## config.mk

```make
export PLATFORM = sky130hd
export DESIGN_NAME = alu_seq
export DESIGN_NICKNAME = d
export VERILOG_FILES = /design/src/rtl/alu_seq.sv
export SDC_FILE = /design/constraint.sdc
export NUM_CORES = 1
export LEC_CHECK = 0
export BUFFER_PORTS_ARGS = -buffer_cell sky130_fd_sc_hd__buf_4
export CAP_MARGIN = 20
export CORE_AREA = 2 2 69 71
export DETAILED_ROUTE_END_ITERATION = 7
export DIE_AREA = 0 0 71 73
export GPL_TIMING_DRIVEN = 0
export HOLD_SLACK_MARGIN = 0.06
export PLACE_DENSITY = 0.79
export SYNTH_ARGS = -nofsm -noshare
export SYNTH_HDL_FRONTEND = slang
export SYNTH_SLANG_ARGS = --single-unit
```

## constraint.sdc

```tcl
create_clock -name clk -period 3.45 [get_ports clk]
set_input_delay 0.1725 -clock clk [delete_from_list [all_inputs] [get_ports clk]]
set_output_delay 0.1725 -clock clk [all_outputs]
set_load 0.01 [all_outputs]
```

## src/rtl/alu_seq.sv

```systemverilog
// Sequencer for an external 4-bit ALU: it decodes an instruction, reads the register file and captures the ALU result.
// The optional macro ALU_SEQ_DIV0_TRAP_EN makes a divide by a zero register trap as an illegal instruction.
module alu_seq (
  input  logic        clk,
  input  logic        rst,
  input  logic        in_valid,
  output logic        in_ready,
  input  logic [15:0] in_instr,
  output logic [3:0]  alu_x,
  output logic [3:0]  alu_y,
  output logic [3:0]  alu_op,
  input  logic [3:0]  alu_o,
  input  logic [7:0]  alu_product,
  input  logic [3:0]  alu_remainder,
  output logic        out_valid,
  input  logic        out_ready,
  output logic [7:0]  out_data,
  output logic [3:0]  out_rem,
  output logic        out_err
);

  typedef enum logic [1:0] {IDLE, ISSUE, OUT} state_t;

  typedef enum logic [3:0] {
    OP_NOT   = 4'd0,
    OP_AND   = 4'd1,
    OP_NAND  = 4'd2,
    OP_OR    = 4'd3,
    OP_NOR   = 4'd4,
    OP_XOR   = 4'd5,
    OP_XNOR  = 4'd6,
    OP_SHIFT = 4'd7,
    OP_ADD   = 4'd8,
    OP_SUB   = 4'd9,
    OP_MUL   = 4'd10,
    OP_DIV   = 4'd11,
    OP_LOADI = 4'd12
  } opcode_e;

`ifdef ALU_SEQ_DIV0_TRAP_EN
  localparam bit DIV0_TRAP = 1'b1;
`else
  localparam bit DIV0_TRAP = 1'b0;
`endif

  state_t      state, state_nxt;
  logic        accept;
  logic [3:0]  f_op, f_imm;
  logic [1:0]  f_rd, f_rs, f_rt;
  logic        reserved_unused;

  logic [3:0]  rf [4];
  logic [1:0]  rd_q;
  logic [3:0]  imm_q;

  logic [7:0]  cap_data;
  logic [3:0]  cap_rem;
  logic        cap_err;
  logic        cap_we;
  logic [3:0]  cap_wdata;

  assign f_op            = in_instr[15:12];
  assign f_rd            = in_instr[11:10];
  assign f_rs            = in_instr[9:8];
  assign f_rt            = in_instr[7:6];
  assign f_imm           = in_instr[3:0];
  assign reserved_unused = ^in_instr[5:4];

  // ---------------- FSM ----------------
  always_ff @(posedge clk or posedge rst) begin
    if (rst) state <= IDLE;
    else     state <= state_nxt;
  end

  // NOTE: every combinational output gets a default first so no path leaves it unassigned and a latch is inferred.
  always_comb begin
    state_nxt = state;
    case (state)
      IDLE:    if (in_valid)  state_nxt = ISSUE;
      ISSUE:                  state_nxt = OUT;
      OUT:     if (out_ready) state_nxt = IDLE;
      default:                state_nxt = IDLE;
    endcase
  end

  always_comb begin
    in_ready = (state == IDLE);
  end

  assign accept = in_valid && in_ready;

  // ---------------- result capture ----------------
  // Illegal is the default, so opcodes 13-15 and a trapped divide share one path.
  always_comb begin
    cap_data  = 8'hFF;
    cap_rem   = 4'h0;
    cap_err   = 1'b1;
    cap_we    = 1'b0;
    cap_wdata = 4'h0;
    case (alu_op)
      OP_NOT, OP_AND, OP_NAND, OP_OR, OP_NOR, OP_XOR, OP_XNOR,
      OP_SHIFT, OP_ADD, OP_SUB: begin
        cap_data  = {4'h0, alu_o};
        cap_err   = 1'b0;
        cap_we    = 1'b1;
        cap_wdata = alu_o;
      end
      OP_MUL: begin
        cap_data  = alu_product;
        cap_err   = 1'b0;
        cap_we    = 1'b1;
        cap_wdata = alu_product[3:0];
      end
      OP_DIV: begin
        if (!(DIV0_TRAP && (alu_y == 4'h0))) begin
          cap_data  = {4'h0, alu_o};
          cap_rem   = alu_remainder;
          cap_err   = 1'b0;
          cap_we    = 1'b1;
          cap_wdata = alu_o;
        end
      end
      OP_LOADI: begin
        cap_data  = {4'h0, imm_q};
        cap_err   = 1'b0;
        cap_we    = 1'b1;
        cap_wdata = imm_q;
      end
      default: ;
    endcase
  end

  // ---------------- operand issue ----------------
  // Operands are read at accept, so a later write to the same register cannot disturb them.
  always_ff @(posedge clk or posedge rst) begin
    if (rst) begin
      alu_x <= 4'h0;
      alu_y <= 4'h0;
      alu_op <= 4'h0;
      rd_q  <= 2'd0;
      imm_q <= 4'h0;
    end else if (accept) begin
      alu_x  <= rf[f_rs];
      alu_y  <= rf[f_rt];
      alu_op <= f_op;
      rd_q   <= f_rd;
      imm_q  <= f_imm;
    end
  end

  // NOTE: the register file is only four entries and must read as zero after reset, so it is reset like any flop.
  always_ff @(posedge clk or posedge rst) begin
    if (rst) begin
      for (int i = 0; i < 4; i++) rf[i] <= 4'h0;
    end else if ((state == ISSUE) && cap_we) begin
      rf[rd_q] <= cap_wdata;
    end
  end

  // ---------------- result port ----------------
  always_ff @(posedge clk or posedge rst) begin
    if (rst) begin
      out_valid <= 1'b0;
      out_data  <= 8'h00;
      out_rem   <= 4'h0;
      out_err   <= 1'b0;
    end else if (state == ISSUE) begin
      out_valid <= 1'b1;
      out_data  <= cap_data;
      out_rem   <= cap_rem;
      out_err   <= cap_err;
    end else if ((state == OUT) && out_ready) begin
      out_valid <= 1'b0;
    end
  end

endmodule

```

==> results of run 1 <==
[registers in the layout, indices dropped and copies added, names as in the netlist]
signal,flops
imm_q,4
alu_op,4
out_data,8
out_rem,4
alu_y,4
rf,16
alu_x,4
rd_q,2
state,2
out_err,1
out_valid,1
[final timing paths]
check	endpoint	slack, ps
max in group asynchronous	rf[14]$_DFFE_PP0P_	2520
max reg2reg	out_data[0]$_DFFE_PP0P_	1830
max	out_data[0]$_DFFE_PP0P_	1830
min reg2reg	out_err$_DFFE_PP0P_	500
min	out_rem[1]$_DFFE_PP0P_	80
min in group asynchronous	alu_op[0]$_DFFE_PP0P_	420
[cells by family (layout without fill, tap and decap cells)]
kind of cell,count (synthesis),count (layout),synth area share
AND/OR/NAND/NOR,46,46,0.130
AO/OA/AOI/OAI,51,51,0.132
flip-flops,50,50,0.533
multiplexers,26,26,0.178
buffers and inverters,10,81,0.0272
[what timing repair did]
action	in CTS	in global routing
hold buffers	2	0
gates resized for setup	0	0
hold endpoints to repair	20	0
[final cells by class]
class                      instances  area share
multi-input combinational        123       0.338
buffer                             8      0.0185
clock buffer                       6      0.0271
inverter                           2     0.00246
timing repair buffer              63       0.161
sequential                        50       0.411
clock inverter                     2      0.0197
tap                               54      0.0222
[critical path, delay by kind of cell (launching register included)]
family                 cells  cell delay, ps
DFF                        1             420
AOI/OAI and AO/OA          2             640
and+or+nand+nor            1             220
buffers and inverters      1             210
[metal layers]
| layer | vias to the layer above | routed length [um] | GRT usage |
|---|---|---|---|
| met5 | - | 0 | 0 |
| met4 | 0 | 64 | 0.0629 |
| met3 | 7 | 258 | 0.0497 |
| met2 | 55 | 2460 | 0.358 |
| met1 | 839 | 2020 | 0.254 |
| li1 | 835 | - | - |
[synth_stat cells, types with 3 or more instances]
cell type	instances
sky130_fd_sc_hd__a21oi_1	20
sky130_fd_sc_hd__a22o_1	4
sky130_fd_sc_hd__a31oi_1	20
sky130_fd_sc_hd__and2_1	5
sky130_fd_sc_hd__and3b_1	8
sky130_fd_sc_hd__and4bb_2	3
sky130_fd_sc_hd__clkbuf_1	4
sky130_fd_sc_hd__dfrtp_1	50
sky130_fd_sc_hd__mux2_2	9
sky130_fd_sc_hd__mux2_4	9
sky130_fd_sc_hd__mux4_2	8
sky130_fd_sc_hd__nand2_1	5
sky130_fd_sc_hd__nand3_1	4
sky130_fd_sc_hd__nor2_1	11
sky130_fd_sc_hd__o21ai_0	3
[power groups by stage]
stage / Combinational, mW / Sequential (mW) / Clock (mW)
CTS: 1.15 / 1.05 / 0.512
global route: 1.24 / 1.10 / 0.534
global placement: 1.11 / 1.06 / 0
floorplan: 0.706 / 1.08 / 0
finish: 1.14 / 1.05 / 0.500
detailed placement: 1.15 / 1.06 / 0
==> summary.txt, run 1 <==
Die
  – Full die area: 5180 um2
  – Core region area: 4540 um2
  – IO Pins: 63
  – Die Span X: 71 um
  – Cell row count: 25
  – Starting utilization of the core area: 0.517
  – Die Ht: 73 um

Clock network
  – Maximum buffer depth of the clock tree: 2
  – CTS Sinks: 50
  – Post-CTS setup repair buffer count: 0
  – CTS Root Buffer Type: sky130_fd_sc_hd__clkbuf_8
  – Clock tree from TritonCTS: built
  – H-Tree Depth: 2
  – Clock slew seen by the registers of the worst setup and hold paths: 80 ps
  – Number of buffers inserted during clock tree synthesis: 5
  – Clock network latency to the later pin of the worst-skew pair: 310 ps

Synthesis
  – Post-synthesis cell area: 2350 um2
  – Fraction of the yosys area taken by sequential cells: 0.533
  – Mapped Nets: 219
  – Number of flip-flops and latches in the synthesized netlist: 50
  – Yosys top cell by area: sky130_fd_sc_hd__dfrtp_1
  – Distinct cell type count after synthesis: 32
  – Average cell area after synthesis: 12.8 um2
  – Synthesis Warnings: 0
  – Share of flip-flops with an asynchronous set or reset: 1.00
  – Leading register cell type out of synthesis: sky130_fd_sc_hd__dfrtp_1
  – Leading post-synthesis cells by cell area: sky130_fd_sc_hd__dfrtp_1, sky130_fd_sc_hd__mux4_2, sky130_fd_sc_hd__mux2_4
  – Cell count after synthesis: 183
  – Area fraction of the dominant cell type after synthesis: 0.533
  – EDFF count, synth: 0

Critical path
  – Critical path start-end classification: reg -> reg
  – CP peak stage delay: 480 ps
  – Worst EP arrival: 1780 ps
  – Critical path cell sequence: clkbuf_1, and3b_1, o21ai_0, a31oi_1
  – Crit end category: register
  – Cell at the slowest stage of the critical path: sky130_fd_sc_hd__o21ai_0
  – Reg-to-reg startpoint: alu_op[1]$_DFFE_PP0P_
  – Critical path launch point type: register
  – Highest net fanout along the worst path: 10
  – Critical path data required time: 3610 ps
  – Crit. Startpoint: alu_op[1]$_DFFE_PP0P_
  – Depth of the worst register-to-register path: 4

Pwr
  – Switching portion of total power: 0.334
  – Clock Power Share: 0.186
  – Pwr/cell area: 883 nW/um2
  – Standby leakage power: 1.35 nW
  – Combinational cell fraction of total power: 0.423
  – Worst VDD drop: 422 uV
  – P_sw: 0.900 mW
  – Register share of total power: 0.391
  – Overall power consumption: 2.69 mW
  – Power Internal: 1.79 mW

Global route
  – GRT Residual Overflow: 0
  – Antenna violations before repair: 0
  – Total routing usage reported by global routing: 0.205
  – Largest net degree at the start of global routing: 32
  – Wire length of the first global-routing pass: 8.16 mm
  – Via count of the first global-routing pass: 1728

Run
  – # Max-Cap Violations: 0

Placement
  – Final HPWL DP: 3.74 mm
  – Total of buffers placed on input and output ports: 60
  – Worst setup timing slack at the placement stage: 1820 ps
  – Last weighted congestion value of the routability-driven placer: 0.859
  – Cell count after placement: 298
  – Post-place instance area: 2880 um2

Routing
  – Iteration-0 DRC Markers: 128
  – Number of nets with antenna violations after detailed routing: 0
  – Routed vias: 1736
  – Number of iterations in the first detailed-routing pass: 4
  – Post-route DRC: 0
  – Final WL: 4.80 mm
  – Average wire length per cell after detail routing: 15.6 um
  – Vias per Instance: 5.64

Timing
  – WHS: 80.4 ps
  – Number of setup violations in the final report: 0
  – Clock Skew: 9.88 ps
  – Peak clock frequency supported by timing: 617 MHz
  – RSZ-0062 raised after global routing: false
  – Final worst path period share: 0.470
  – Hold violation count in the final report: 0
  – Relative max-transition margin: 0.601
  – Final WS setup: 1830 ps
  – Slew at the pin closest to its max-slew limit: 592 ps
  – Setup_tns: 0 ps
  – Minimum period implied by the final worst setup slack: 1620 ps
  – Pins over their slew limit: 0

Final layout
  – Filler-free cell count of the finished design: 308
  – Leading cell types in the layout, fill and taps excluded: sky130_fd_sc_hd__buf_4, sky130_fd_sc_hd__dfrtp_1, sky130_fd_sc_hd__a21oi_1, sky130_fd_sc_hd__a31oi_1, sky130_fd_sc_hd__nor2_1
  – Fill cell total of the finished layout: 340
  – Total inserted antenna cells: 0
  – Sequential cell area in the final layout: 1250 um2
  – Area Overhead vs Synth: 29.9%
  – Footprint of the multi-input gates: 1030 um2
  – Core utilization of the finished layout: 0.672
  – Final layout net count: 289
  – Total non-filler cell area in the finished layout: 3050 um2
  – Most common cell after layout, fill and taps aside: sky130_fd_sc_hd__buf_4
  – Fraction of layout cells with a size suffix above 1: 0.433

Hold path
  – Count of cells along the worst hold path: 2
  – Startpoint of the most critical hold path: alu_remainder[1]
  – Kind of path behind the tightest hold check: in -> reg

Run status
  – Outcome: completed
(Power assumes the default switching activity.)
==> run 2: changes to the inputs <==
--- a/config.mk
+++ b/config.mk
@@ -7,12 +7,12 @@
 export LEC_CHECK = 0
 export BUFFER_PORTS_ARGS = -buffer_cell sky130_fd_sc_hd__buf_4
 export CAP_MARGIN = 20
-export CORE_AREA = 2 2 69 71
+export CORE_AREA = 2 2 74 76
 export DETAILED_ROUTE_END_ITERATION = 7
-export DIE_AREA = 0 0 71 73
+export DIE_AREA = 0 0 76 78
 export GPL_TIMING_DRIVEN = 0
 export HOLD_SLACK_MARGIN = 0.06
-export PLACE_DENSITY = 0.79
+export PLACE_DENSITY = 0.73
 export SYNTH_ARGS = -nofsm -noshare
 export SYNTH_HDL_FRONTEND = slang
 export SYNTH_SLANG_ARGS = --single-unit
==> constraint.sdc (replaced) <==
create_clock -name clk -period 1.3 [get_ports clk]
set_input_delay 0.065 -clock clk [delete_from_list [all_inputs] [get_ports clk]]
set_output_delay 0.065 -clock clk [all_outputs]
set_load 0.01 [all_outputs]
==> run 2 against run 1 <==
Net effect: the run now ends with negative setup slack left; first-iteration DRC count decreased by 47%; sequential share of layout area decreased by 5.9 points; utilization increased by 3.7 points; register-to-register slack got worse by 1900 ps; critical path depth increased by 1; via count increased by 11%; critical endpoint is now imm_q[0]$_DFFE_PP0P_.
==> summary.txt, run 2 (synthesized netlist as in run 1, its figures left out) <==
Global route
  – Total routing usage reported by global routing: 0.204 (-0.00106)
  – GRT Residual Overflow: 0 (unchanged)
  – Largest net degree at the start of global routing: 43 (+34%)
  – Wire length of the first global-routing pass: 9.48 mm (+16%)
  – Antenna violations before repair: 0 (unchanged)
  – Via count of the first global-routing pass: 1993 (+15%)

Die
  – Starting utilization of the core area: 0.465 (-0.0520)
  – IO Pins: 63 (unchanged)
  – Core region area: 5040 um2 (+11%)
  – Die Ht: 78 um (+6.8%)
  – Die Span X: 76 um (+7.0%)
  – Full die area: 5930 um2 (+14%)
  – Cell row count: 26 (+4.0%)

Critical path
  – Critical path data required time: 1500 ps (-2110 ps)
  – Crit end category: register
  – Highest net fanout along the worst path: 11 (+1)
  – Worst EP arrival: 1620 ps (-160 ps)
  – Top cell family by delay on the critical path: flip-flops
  – Buffer and inverter count on the worst path: 2 (+1)
  – Critical path cell sequence: nor2_2, and2_4, buf_12, clkbuf_16, mux2_4
  – Register-to-Register Setup Slack: -120 ps (-1950 ps)
  – Cell at the slowest stage of the critical path: sky130_fd_sc_hd__dfrtp_2
  – Critical path start-end classification: reg -> reg
  – CP peak stage delay: 460 ps (-20 ps)
  – Critical path launch point type: register

Clock network
  – Clock network latency to the later pin of the worst-skew pair: 310 ps (about the same)
  – CTS Root Buffer Type: sky130_fd_sc_hd__clkbuf_8
  – CTS Sinks: 50 (unchanged)
  – Number of buffers inserted during clock tree synthesis: 5 (unchanged)
  – Clock tree from TritonCTS: built
  – Clock slew seen by the registers of the worst setup and hold paths: 90 ps (about the same)
  – Maximum buffer depth of the clock tree: 2 (unchanged)
  – H-Tree Depth: 2 (unchanged)

Final layout
  – Leading cell types in the layout, fill and taps excluded: sky130_fd_sc_hd__buf_4, sky130_fd_sc_hd__dfrtp_1, sky130_fd_sc_hd__dlygate4sd3_1, sky130_fd_sc_hd__a31oi_1, sky130_fd_sc_hd__a21oi_1
  – Filler-free cell count of the finished design: 356 (+16%)
  – Fraction of layout cells with a size suffix above 1: 0.538 (+0.105)
  – Final layout net count: 321 (+11%)
  – Largest registers: rf (16), out_data (8)
  – Area Overhead vs Synth: 52.3%
  – Total inserted antenna cells: 0 (unchanged)
  – Core utilization of the finished layout: 0.709 (+0.0370)
  – Largest register by flop count: rf
  – Flip-flop count of the largest register, all copies and words added: 16 (unchanged)
  – Most common cell after layout, fill and taps aside: sky130_fd_sc_hd__buf_4

Routing
  – Final WL: 6.18 mm (+29%)
  – Vias per Instance: 5.41 (-4.0%)
  – Routed vias: 1927 (+11%)
  – Number of iterations in the first detailed-routing pass: 4 (unchanged)
  – Post-route DRC: 0 (unchanged)
  – Iteration-0 DRC Markers: 68 (-47%)
  – Average wire length per cell after detail routing: 17.4 um (+12%)
  – Number of nets with antenna violations after detailed routing: 0 (unchanged)

Placement
  – Total of buffers placed on input and output ports: 60 (unchanged)
  – Cell count after placement: 314 (+5.4%)
  – Last weighted congestion value of the routability-driven placer: 0.833 (-3.1%)
  – Final HPWL DP: 3.90 mm (+4.4%)
  – Worst setup timing slack at the placement stage: -226 ps (-2050 ps)

Run status
  – Outcome: complete, but fails checks
  – Violations in the final reports: negative setup slack

Hold path
  – Kind of path behind the tightest hold check: in -> reg

Pwr
  – Standby leakage power: 1.55 nW (+15%)
  – Pwr/cell area: 2240 nW/um2 (+150%)
  – Worst VDD drop: 1280 uV (+200%)
  – Overall power consumption: 7.99 mW (+200%)

Timing
  – RSZ-0062 raised after global routing: true
  – Final WS setup: -117 ps (-1950 ps)
  – Peak clock frequency supported by timing: 706 MHz (+14%)
  – Slew at the pin closest to its max-slew limit: 330 ps (-262 ps)
  – Clock Skew: 6.68 ps (-3.20 ps)
  – Relative max-transition margin: 0.779 (+0.178)
  – Final worst path period share: 1.09 (+0.620)
  – Pins over their slew limit: 0 (unchanged)
  – Hold violation count in the final report: 0 (unchanged)
  – Minimum period implied by the final worst setup slack: 1420 ps (-204 ps)
  – WHS: 58.0 ps (-22.4 ps)
  – Number of setup violations in the final report: 34 (+34)

Run
  – # Max-Cap Violations: 0 (unchanged)
## run 2: cell types whose count changed in the layout (fill, tap and decap cells not counted), moves of 5 or more
| cell | previous run | this run |
|---|---|---|
| sky130_fd_sc_hd__and2_1 | 5 | 0 |
| sky130_fd_sc_hd__dlygate4sd3_1 | 2 | 20 |
| sky130_fd_sc_hd__buf_4 | 60 | 71 |
| sky130_fd_sc_hd__buf_6 | 1 | 7 |
| sky130_fd_sc_hd__and2_4 | 1 | 6 |
## run 2: final timing paths
path / startpoint / end / cells past startpoint
worst min register to register: imm_q[1]$_DFFE_PP0P_ / imm_q[1]$_DFFE_PP0P_ / 1
min in group asynchronous: rst / alu_y[3]$_DFFE_PP0P_ / 3
worst min-delay path: alu_o[1] / rf[5]$_DFFE_PP0P_ / 3
worst max-delay path: state[1]$_DFFE_PP0P_ / imm_q[0]$_DFFE_PP0P_ / 5
worst max register to register: state[1]$_DFFE_PP0P_ / imm_q[0]$_DFFE_PP0P_ / 5
max in group asynchronous: rst / alu_op[3]$_DFFE_PP0P_ / 4
## run 2: timing repair
item                                    CTS  global route
hold buffers                             20             0
hold endpoints to repair                 70             0
pin swaps                                 1            19
setup buffers                            10             5
gates resized for setup                  21            40
cloned                                    0             1
endpoints found under the setup margin   48            47
## run 2: report_power, final
part	internal, mW	switching [mW]
combinational	2.36	1.82
sequential	2.27	0.596
clock	0.430	0.514
## run 2: cell type report
type                       count  area, um2
inverter                       2       7.51
clock buffer                   7       86.3
tap                           70       87.6
clock inverter                 1       5.00
timing repair buffer          96        828
buffer                         7       88.8
multi-input combinational    123       1210
sequential                    50       1260
fill                         343       1470
## run 2: worst reg2reg max path, cell delays in order (launching register included)
cell	delay [ps]
sky130_fd_sc_hd__dfrtp_2	460
sky130_fd_sc_hd__nor2_2	110
sky130_fd_sc_hd__and2_4	160
sky130_fd_sc_hd__buf_12	140
sky130_fd_sc_hd__clkbuf_16	160
sky130_fd_sc_hd__mux2_4	290
## run 2: routing by layer
layer / GRT usage / vias to the layer above / wire, um
met3: 0.0337 / 10 / 270
li1: - / 899 / -
met2: 0.371 / 61 / 3340
met5: 0 / - / 0
met4: 0.0655 / 0 / 89
met1: 0.249 / 957 / 2480
## run 2: per-stage QoR
stage               TNS, ps  cell area, um2
floorplan             -1370            2350
global placement     -36030            2890
detailed placement    -6410            2910
CTS                   -1330            3340
global route          -4120            3570
finish                -2450            3570
==> run 3: changes to the inputs <==
--- a/config.mk
+++ b/config.mk
@@ -10,9 +10,8 @@
 export CORE_AREA = 2 2 74 76
 export DETAILED_ROUTE_END_ITERATION = 7
 export DIE_AREA = 0 0 76 78
-export GPL_TIMING_DRIVEN = 0
 export HOLD_SLACK_MARGIN = 0.06
-export PLACE_DENSITY = 0.73
+export PLACE_DENSITY = 0.74
 export SYNTH_ARGS = -nofsm -noshare
 export SYNTH_HDL_FRONTEND = slang
 export SYNTH_SLANG_ARGS = --single-unit
==> run 3 against run 2 <==
Net effect: utilization fell by 1.6 points; sequential power grew 3%; routed wire length is 10% lower; first-iteration DRC count increased by 140%; critical path depth is 1 lower; worst setup slack better by 75 ps; clock skew rose by 4.4 ps; design area shrank 2.2%; largest power group unchanged; total power down 3.0%; maximum frequency is 5.6% higher; the flow still finishes with violations (negative setup slack); highest routed layer unchanged; count of clock-buffer cells in the layout stayed put.
==> summary.txt, run 3 (synthesized netlist as in run 1, its figures left out) <==
Critical path
  – Highest net fanout along the worst path: 11 (unchanged)
  – Crit. Startpoint: state[1]$_DFFE_PP0P_
  – Critical path data required time: 1490 ps (about the same)
  – Critical path start-end classification: reg -> reg
  – Worst setup path end: alu_op[2]$_DFFE_PP0P_
  – Worst EP arrival: 1530 ps (-90 ps)
  – Crit end category: register
  – Reg-to-reg startpoint: state[1]$_DFFE_PP0P_
  – Destination of the worst register-to-register timing path: alu_op[2]$_DFFE_PP0P_
  – Register-to-Register Setup Slack: -40 ps (+70 ps)
  – Critical path launch point type: register
  – Depth of the worst register-to-register path: 4 (-1)

Final layout
  – Footprint of the multi-input gates: 1140 um2 (-5.7%)
  – Largest registers: rf (16), out_data (8)
  – Area Overhead vs Synth: 49.0%
  – Total inserted antenna cells: 0 (unchanged)
  – Most common cell after layout, fill and taps aside: sky130_fd_sc_hd__buf_4
  – Sequential cell area in the final layout: 1260 um2 (+0.30%)
  – Leading cell types in the layout, fill and taps excluded: sky130_fd_sc_hd__buf_4, sky130_fd_sc_hd__dfrtp_1, sky130_fd_sc_hd__dlygate4sd3_1, sky130_fd_sc_hd__a31oi_1, sky130_fd_sc_hd__mux2_4
  – Final layout net count: 321 (unchanged)
  – Fraction of layout cells with a size suffix above 1: 0.528 (-0.0105)
  – Largest register by flop count: rf
  – Flip-flop count of the largest register, all copies and words added: 16 (unchanged)
  – Fill cell total of the finished layout: 364 (+6.1%)

Placement
  – Total of buffers placed on input and output ports: 60 (unchanged)
  – Final HPWL DP: 3.88 mm (-0.49%)
  – Last weighted congestion value of the routability-driven placer: 0.819 (-1.6%)

Pwr
  – Standby leakage power: 1.55 nW (+0.56%)
  – P_sw: 2.67 mW (-8.8%)
  – Combinational cell fraction of total power: 0.481 (-0.042)
  – Switching portion of total power: 0.345 (-0.0221)
  – Register share of total power: 0.379 (+0.021)
  – Worst VDD drop: 1270 uV (-1.2%)
  – Clock Power Share: 0.140 (+0.022)
  – Pwr/cell area: 2220 nW/um2 (-0.77%)
  – Power Internal: 5.08 mW (+0.42%)

Clock network
  – Clock network latency to the later pin of the worst-skew pair: 310 ps (about the same)
  – Number of buffers inserted during clock tree synthesis: 5 (unchanged)
  – Clock slew seen by the registers of the worst setup and hold paths: 100 ps (about the same)
  – Clock tree from TritonCTS: built
  – CTS Root Buffer Type: sky130_fd_sc_hd__clkbuf_8
  – H-Tree Depth: 2 (unchanged)
  – CTS Sinks: 50 (unchanged)
  – Maximum buffer depth of the clock tree: 2 (unchanged)

Timing
  – Setup_tns: -290 ps (+2160 ps)
  – Pins over their slew limit: 0 (unchanged)
  – WHS: 84.6 ps (+26.6 ps)
  – RSZ-0062 raised after global routing: true
  – Final WS setup: -42.4 ps (+74.7 ps)
  – Clock Skew: 11.1 ps (+4.43 ps)
  – Relative max-transition margin: 0.824 (+0.0454)
  – Minimum period implied by the final worst setup slack: 1340 ps (-74.7 ps)
  – Final worst path period share: 1.03 (-0.0575)
  – Number of setup violations in the final report: 14 (-59%)
  – Slew at the pin closest to its max-slew limit: 264 ps (-66.6 ps)
  – Peak clock frequency supported by timing: 745 MHz (+5.6%)
  – Hold violation count in the final report: 0 (unchanged)

Hold path
  – Kind of path behind the tightest hold check: in -> reg

Routing
  – Number of iterations in the first detailed-routing pass: 4 (unchanged)
  – Post-route DRC: 0 (unchanged)
  – Vias per Instance: 5.32 (-1.7%)
  – Final WL: 5.57 mm (-10%)
  – Number of nets with antenna violations after detailed routing: 0 (unchanged)
  – Iteration-0 DRC Markers: 165 (+140%)
  – Routed vias: 1894 (-1.7%)
  – Average wire length per cell after detail routing: 15.6 um (-10%)

Die
  – Full die area: 5930 um2 (unchanged)
  – Die Ht: 78 um (unchanged)
  – IO Pins: 63 (unchanged)
  – Starting utilization of the core area: 0.465 (unchanged)
  – Die Span X: 76 um (unchanged)
  – Cell row count: 26 (unchanged)
  – Core region area: 5040 um2 (unchanged)

Run
  – # Max-Cap Violations: 0 (unchanged)

Global route
  – Largest net degree at the start of global routing: 51 (+19%)
  – Via count of the first global-routing pass: 1906 (-4.4%)
  – Wire length of the first global-routing pass: 8.94 mm (-5.7%)
  – Total routing usage reported by global routing: 0.190 (-0.0142)
  – GRT Residual Overflow: 0 (unchanged)
  – Antenna violations before repair: 0 (unchanged)

Run status
  – Violations in the final reports: negative setup slack
  – Outcome: complete, but fails checks
[run 3: repair_timing]
item,in CTS,in global routing
hold buffers,20,0
gates resized for setup,11,28
endpoints found under the setup margin,29,46
hold endpoints to repair,70,0
buffers inserted,0,5
pin swaps,0,12
[run 3: through the flow]
stage                     worst slack (ps)  area, um2  power [mW]  cells  utilization
after detailed placement             -43.4       3020        6.19    323        0.598
after floorplan                       -129       2350        4.76    183            -
after CTS                            -37.0       3360        7.44    351        0.666
after global routing                 -78.4       3490        8.24    356        0.693
final                                -42.4       3490        7.75    356        0.693
after global placement               -8.16       3020        6.06    323        0.598
[run 3: worst min path at each step]
stage                                    endpoint  cells past startpoint  startpoint
after global routing            rf[6]$_DFFE_PP0P_                      3    alu_o[2]
final                          rf[11]$_DFFE_PP0P_                      3    alu_o[3]
after global placement        rd_q[1]$_DFFE_PP0P_                      3         rst
after CTS                 out_data[3]$_DFFE_PP0P_                      3    alu_o[3]
after detailed placement     alu_y[0]$_DFFE_PP0P_                      3         rst
after floorplan              state[1]$_DFFE_PP0P_                      1   out_ready
[run 3: critical path: stages, from the launching register on]
cell,delay [ps]
sky130_fd_sc_hd__dfrtp_2,490
sky130_fd_sc_hd__nor2_4,110
sky130_fd_sc_hd__and2_4,180
sky130_fd_sc_hd__buf_12,150
sky130_fd_sc_hd__mux2_4,310
[run 3: metal layers]
layer | wire length (um) | track usage | vias to the layer above
li1 | - | - | 898
met1 | 2360 | 0.233 | 938
met2 | 2890 | 0.337 | 53
met3 | 243 | 0.0337 | 5
met4 | 68 | 0.0709 | 0
met5 | 0 | 0 | -
[run 3: cell type report]
type                    instances  share of cell area
well taps                      70              0.0251
multi-input cells             123               0.328
inverters                       2             0.00215
clock buffers                   7              0.0218
flip-flops and latches         50               0.361
repair buffers                103               0.254
clock inverters                 1             0.00859
[run 3: power by group through the flow]
stage	registers [mW]	clock network [mW]	logic, mW
5_1_grt	3.03	1.19	4.02
6_report	2.94	1.09	3.73
4_1_cts	2.86	1.10	3.48
3_3_place_gp	2.82	0	3.24
3_5_place_dp	2.88	0	3.32
2_1_floorplan	2.86	0	1.90
